==> src/rtl/input_port_conditioner.sv <==
// Conditions NUM_PORTS raw external bytes: two-flop synchronizer, per-port debounce, change flags.
// Optional feature: define INPUT_PORT_IRQ_EN to get a registered irq while any change flag is set.
module input_port_conditioner #(
  parameter int          NUM_PORTS       = 16,
  parameter int          DEBOUNCE_CYCLES = 4,
  parameter logic [7:0]  BASE_ADDR       = 8'hF0
) (
  input  logic                   clock,
  input  logic                   reset,
  input  logic [8*NUM_PORTS-1:0] raw_in,
  input  logic [7:0]             address,
  input  logic                   rd_strobe,
  output logic [8*NUM_PORTS-1:0] port_out,
  output logic [NUM_PORTS-1:0]   change_flags,
  output logic                   irq
);

  localparam int CW_RAW = $clog2(DEBOUNCE_CYCLES + 1);
  localparam int CW     = (CW_RAW < 1) ? 1 : CW_RAW;

  logic [8*NUM_PORTS-1:0] sync1;
  logic [8*NUM_PORTS-1:0] sync2;
  logic [7:0]             cand [NUM_PORTS];
  logic [CW-1:0]          cnt  [NUM_PORTS];

  logic [NUM_PORTS-1:0]   commit;
  logic [NUM_PORTS-1:0]   flag_set;
  logic [NUM_PORTS-1:0]   flag_clr;
  logic [NUM_PORTS-1:0]   flags_next;

  // NOTE: every signal driven here gets a default first so no path can infer a latch.
  always_comb begin
    commit     = '0;
    flag_set   = '0;
    flag_clr   = '0;
    flags_next = '0;
    for (int i = 0; i < NUM_PORTS; i++) begin
      // Commit is the edge on which a stable candidate's count reaches DEBOUNCE_CYCLES.
      commit[i]     = (sync2[8*i +: 8] == cand[i]) && (cnt[i] == CW'(DEBOUNCE_CYCLES - 1));
      flag_set[i]   = commit[i] && (cand[i] != port_out[8*i +: 8]);
      // 9-bit compare so the decode never wraps past 0xFF.
      flag_clr[i]   = rd_strobe && ({1'b0, address} == (9'(BASE_ADDR) + 9'(i)));
      flags_next[i] = flag_set[i] | (change_flags[i] & ~flag_clr[i]);
    end
  end

  // NOTE: sequential state uses non-blocking assignments so every register samples pre-edge values.
  always_ff @(posedge clock) begin
    if (reset) begin
      sync1        <= '0;
      sync2        <= '0;
      port_out     <= '0;
      change_flags <= '0;
      // NOTE: these small per-port arrays are registers, not RAM, so they are reset like any flop.
      for (int i = 0; i < NUM_PORTS; i++) begin
        cand[i] <= '0;
        cnt[i]  <= '0;
      end
    end else begin
      sync1        <= raw_in;
      sync2        <= sync1;
      change_flags <= flags_next;
      for (int i = 0; i < NUM_PORTS; i++) begin
        if (sync2[8*i +: 8] != cand[i]) begin
          cand[i] <= sync2[8*i +: 8];
          cnt[i]  <= '0;
        end else if (cnt[i] < CW'(DEBOUNCE_CYCLES)) begin
          cnt[i] <= cnt[i] + 1'b1;
        end
        if (commit[i]) port_out[8*i +: 8] <= cand[i];
      end
    end
  end

`ifdef INPUT_PORT_IRQ_EN
  always_ff @(posedge clock) begin
    if (reset) irq <= 1'b0;
    else       irq <= |flags_next;
  end
`else
  assign irq = 1'b0;
`endif

endmodule

==> config.mk <==
export PLATFORM = sky130hd
export DESIGN_NAME = input_port_conditioner
export DESIGN_NICKNAME = d
export VERILOG_FILES = /design/src/rtl/input_port_conditioner.sv
export SDC_FILE = /design/constraint.sdc
export NUM_CORES = 1
export LEC_CHECK = 0
export ABC_CLOCK_PERIOD_IN_PS = 5050
export BUFFER_PORTS_ARGS = -buffer_cell sky130_fd_sc_hd__buf_2
export CAP_MARGIN = 20
export CORE_UTILIZATION = 53
export DETAILED_ROUTE_END_ITERATION = 10
export PLACE_DENSITY = 0.79
export SYNTH_ARGS = -nofsm -noshare
export SYNTH_HDL_FRONTEND = slang
export SYNTH_SLANG_ARGS = --single-unit
==> constraint.sdc <==
create_clock -name clock -period 5.05 [get_ports clock]
set_input_delay 0.505 -clock clock [delete_from_list [all_inputs] [get_ports clock]]
set_output_delay 0.505 -clock clock [all_outputs]
set_load 0.02 [all_outputs]
## Word level (Yosys, flattened, before mapping)

Memory sizes are Yosys's and may differ from the RTL's.
Cells that the tools add are included.

- Bits in writable memories: 176
- Memories: 2
- Logic and storage cells: 439
- Bits in registers: 400
- Output and inout port bits: 145
- Input bits: 139

- Reductions and logical operators: 48
- Mux-type cells: 162
- Bitwise gates (word level): 96
- Add/sub/neg operators: 16
- Equality and inequality tests: 80
- $lt $le $gt $ge: 16

Memories:

| name | words | bits a word | rd ports | clocked after Yosys merged registers in | write ports | RTL line | source |
|---|---|---|---|---|---|---|---|
| cand | 16 | 8 | 16 | 0 | 16 | 23 | `logic [7:0] cand [NUM_PORTS];` |
| cnt | 16 | 3 | 16 | 0 | 16 | 24 | `logic [CW-1:0] cnt [NUM_PORTS];` |

Operators by type and width:

| operator | count |
|---|---|
| 8-bit != test | 32 |
| 8-bit == test | 16 |
| 8-bit == test (second input constant) | 16 |
| 8-bit 2-to-1 mux | 16 |
| 1-bit 2-to-1 mux | 114 |
| 3-bit 2-to-1 mux | 32 |
| 1-bit OR | 64 |
| 3-bit by 1-bit adder with 3-bit output (second input constant) | 16 |
| 3-bit by 2-bit == test with 1-bit output (second input constant) | 16 |
| 1-bit logical AND | 48 |
| 3-bit < comparator (second input constant) | 16 |
| 1-bit bitwise AND | 16 |
| 1-bit NOT | 16 |

## Depth between registers and ports, before layout

An unclocked memory read counts as a cell.

- Depth after elaboration: 7
- Depth in mapped cells: 6
- Mapped depth without buffers: 5

## Worst setup path after synthesis

No wires, ideal clock.

- Path type: reg2reg
- Start: memory cand[11][4] (netlist: cand[1][28])
- End: memory cnt[1][10] in the netlist's numbering, enable pin
- Library setup time: 258 ps
- Buffers on the path: 1
- Path slack: 3,237 ps
- Cell stages (with the launch flop): 6
- Arrival: 1,555 ps
- Cells stage by stage: edfxtp_1 -> xnor2_1 -> nand4_1 -> or3_1 -> clkbuf_1 -> or2_1

RTL lines:

| what | RTL line |
|---|---|
| start: declaration | 23 |
| end: declaration | 24 |

==> results.toml <==
[route]
drt-total-wl_um = 49700
drc = 0
vias_per_cell = 5.38
firstDrtPassIters = 6
dr_total_vias = 15613
routedWlPerCell_um = 17.1
drtAntennaViolNets = 0
drt_iter0_drc = 1050

[setup_path]
end_kind = "register"
critPathBufInv = 2
reg2reg_from = "cand[1][60]"
crit_family = "buffers and inverters"
worst_path_largest_cell_delay_ns = 0.82
crit_path_start_kind = "input port"
cp_cell_sequence = "buf_8 -> clkinv_2 -> nand3_1 -> nor3b_1"
cp_slowest_cell = "clkinv_2"
cp.arrival_ns = 2.55
cp_max_fo = 68
path_class = "input port to register"
cp-startpoint = "reset"
required_ns = 5.39

[sta]
tightest_slew_ns = 0.993
fin_skew_ns = 0.0316
grt_setup_unrepaired = "no"
fin_tns_setup_ns = 0
hold_viol = 0
slew_headroom_pct = 33.8
max_freq_mhz = 452
slew_viol_final = 0
finalSetupViolCount = 0
finalCriticalPeriod_ns = 2.21
period_share_pct = 43.8

[power]
cellLeakagePower_nw = 10.6
p_total_w = 0.0115
ir_drop_uv = 248
p_per_area_mw_per_mm2 = 430

[logic_synthesis]
yosysWarnings = 0
synth-main-ff-cell = "dfxtp_1"
synth-edff-count = 176
syn-mean-instance-area_um2 = 11.4
synth_nets = 2192
synth_cell_types = 39
ys_seq_area_share_pct = 57.6
syn_area_mm2 = 0.0231
syn_inst = 2021
async_flop_share_pct = 0
synth_seq_cells = 576

[floorplanning]
io_pins = 284
core-area_mm2 = 0.0430
fp.dieH_um = 211
initial_core_util_pct = 53.7
rows = 76
die_x_um = 211
dieArea_mm2 = 0.0444

[grt]
grt_max_degree = 197
antenna_found_initial = 3
grt_usage_pct = 21.8
grt_overflow = 0
grt_pass1_vias = 15244
grt_pass1_wl_um = 77900

[placement]
place_inst = 2792
portBuffers = 282
placed_area_mm2 = 0.0249
gp_congestion = 0.871
place_hpwl_um = 34600

[clocking]
cts_tree = "built"
max-clock-path-buffers = 3
clock_sinks = 576
cts_max_level = 2
postCtsSetupBuffers = 0
hold_buffers = 0
clk_latency_ns = 0.63
cts-buffers-inserted = 57
clkTransAtPathRegs_ns = 0.06
ctsResizeCount = 0
cts_root_buf = "clkbuf_16"

[layout]
area_delta_synth_final_pct = 16.2
fin_cells = 2902
layout.nets = 2437
finalInstanceArea_mm2 = 0.0268
fin_util_pct = 62.4
drive_gt1_share_pct = 18.7

[worst_hold_path]
hp-class = "input port to register"
min-delay-start = "raw_in[1]"

[job]
maxCapViolations = 0

[run_status]
status = "finished clean"
layer usage:
metal	vias to the layer above	share of wire, %	global-route usage, %
met4	0	3.1	8.77
met3	109	6.0	4.13
li1	7568	-	-
met1	7470	43	27.9
met5	-	0	0
met2	466	48	36.4
logic make-up (layout without fill, tap and decap cells):
family          count (synthesis)  after routing  synth area share [%]
fa+ha+maj                      32             32                  1.74
other cells                     1              3                0.0163
simple gates                  736            736                  19.8
flops                         576            576                  57.6
mux                            40             40                  1.74
compound gates                234            234                  6.68
xor+xnor                      256            256                  9.72
buf+inv                       146            440                  2.64
per-stage QoR:
step | hold slack, ns | worst slack, ns
after floorplan | 0.414 | 3.24
after global placement | 0.417 | 2.35
after detailed placement | 0.420 | 2.21
after CTS | 0.0491 | 2.87
after global routing | 0.0729 | 2.62
final | 0.0835 | 2.84
cell type report:
class,instances,area [um^2]
Sequential cell,576,13300
Clock buffer,82,1730
Timing Repair Buffer,289,1500
Inverter,43,163
Multi-Input combinational cell,1299,9170
Tap cell,585,732
Antenna cell,2,5.00
Fill cell,3456,16200
Clock inverter,26,215
worst paths after layout:
| kind | endpoint | depth (start not counted) | slack, ns |
|---|---|---|---|
| max | cnt[1][22] | 4 | 2.84 |
| min | sync1[1] | 2 | 0.08 |
| max reg2reg | cnt[1][23] | 4 | 2.94 |
| min reg2reg | sync2[70] | 1 | 0.43 |
registers in the layout (all words and copies together), names as in the netlist:
| register | cells |
|---|---|
| cand | 128 |
| port_out | 128 |
| sync1 | 128 |
| cnt | 48 |
| change_flags | 16 |
| sync2 | 128 |
power breakdown:
part | internal [W] | switching (W) | leakage, nW | total (W)
logic | 0.000606 | 0.00114 | 4.25 | 0.00175
registers | 0.00517 | 0.000324 | 5.38 | 0.00550
clock network | 0.00249 | 0.00179 | 0.972 | 0.00429
total | 0.00827 | 0.00326 | 10.6 | 0.0115
Yosys cell counts, types with 11 or more instances:
cell / count / area, um^2
dfxtp_1: 400 / 8010
nor2b_1: 304 / 1900
edfxtp_1: 176 / 5290
xnor2_1: 176 / 1540
nand4_1: 114 / 713
a21oi_1: 98 / 490
o31ai_1: 92 / 691
nand2_1: 91 / 342
and2_1: 80 / 500
xor2_1: 80 / 701
clkbuf_1: 57 / 214
nor3_1: 42 / 210
mux2i_1: 40 / 400
buf_2: 39 / 195
ha_1: 32 / 400
inv_1: 32 / 120
and4_1: 22 / 193
nand4_2: 20 / 250
nor4_1: 20 / 125
clkinv_1: 11 / 41.3
cell usage in the layout (no fill, tap or decap), types with 31 or more instances in the layout:
cell type / count
dfxtp_1: 400
clkbuf_16: 63
inv_1: 31
xor2_1: 80
a21oi_1: 98
buf_2: 281
edfxtp_1: 176
nor2b_1: 304
and2_1: 80
xnor2_1: 176
o31ai_1: 92
mux2i_1: 40
nor3_1: 40
nand2_1: 91
ha_1: 32
nand4_1: 114
worst register-to-register path: cells and delay by family (launching register included):
kind | cells | cell delay [ns]
and+or+nand+nor | 3 | 1.25
DFF | 1 | 0.46
xor gates and xnor gates | 1 | 0.22
(Power assumes the default switching activity.)
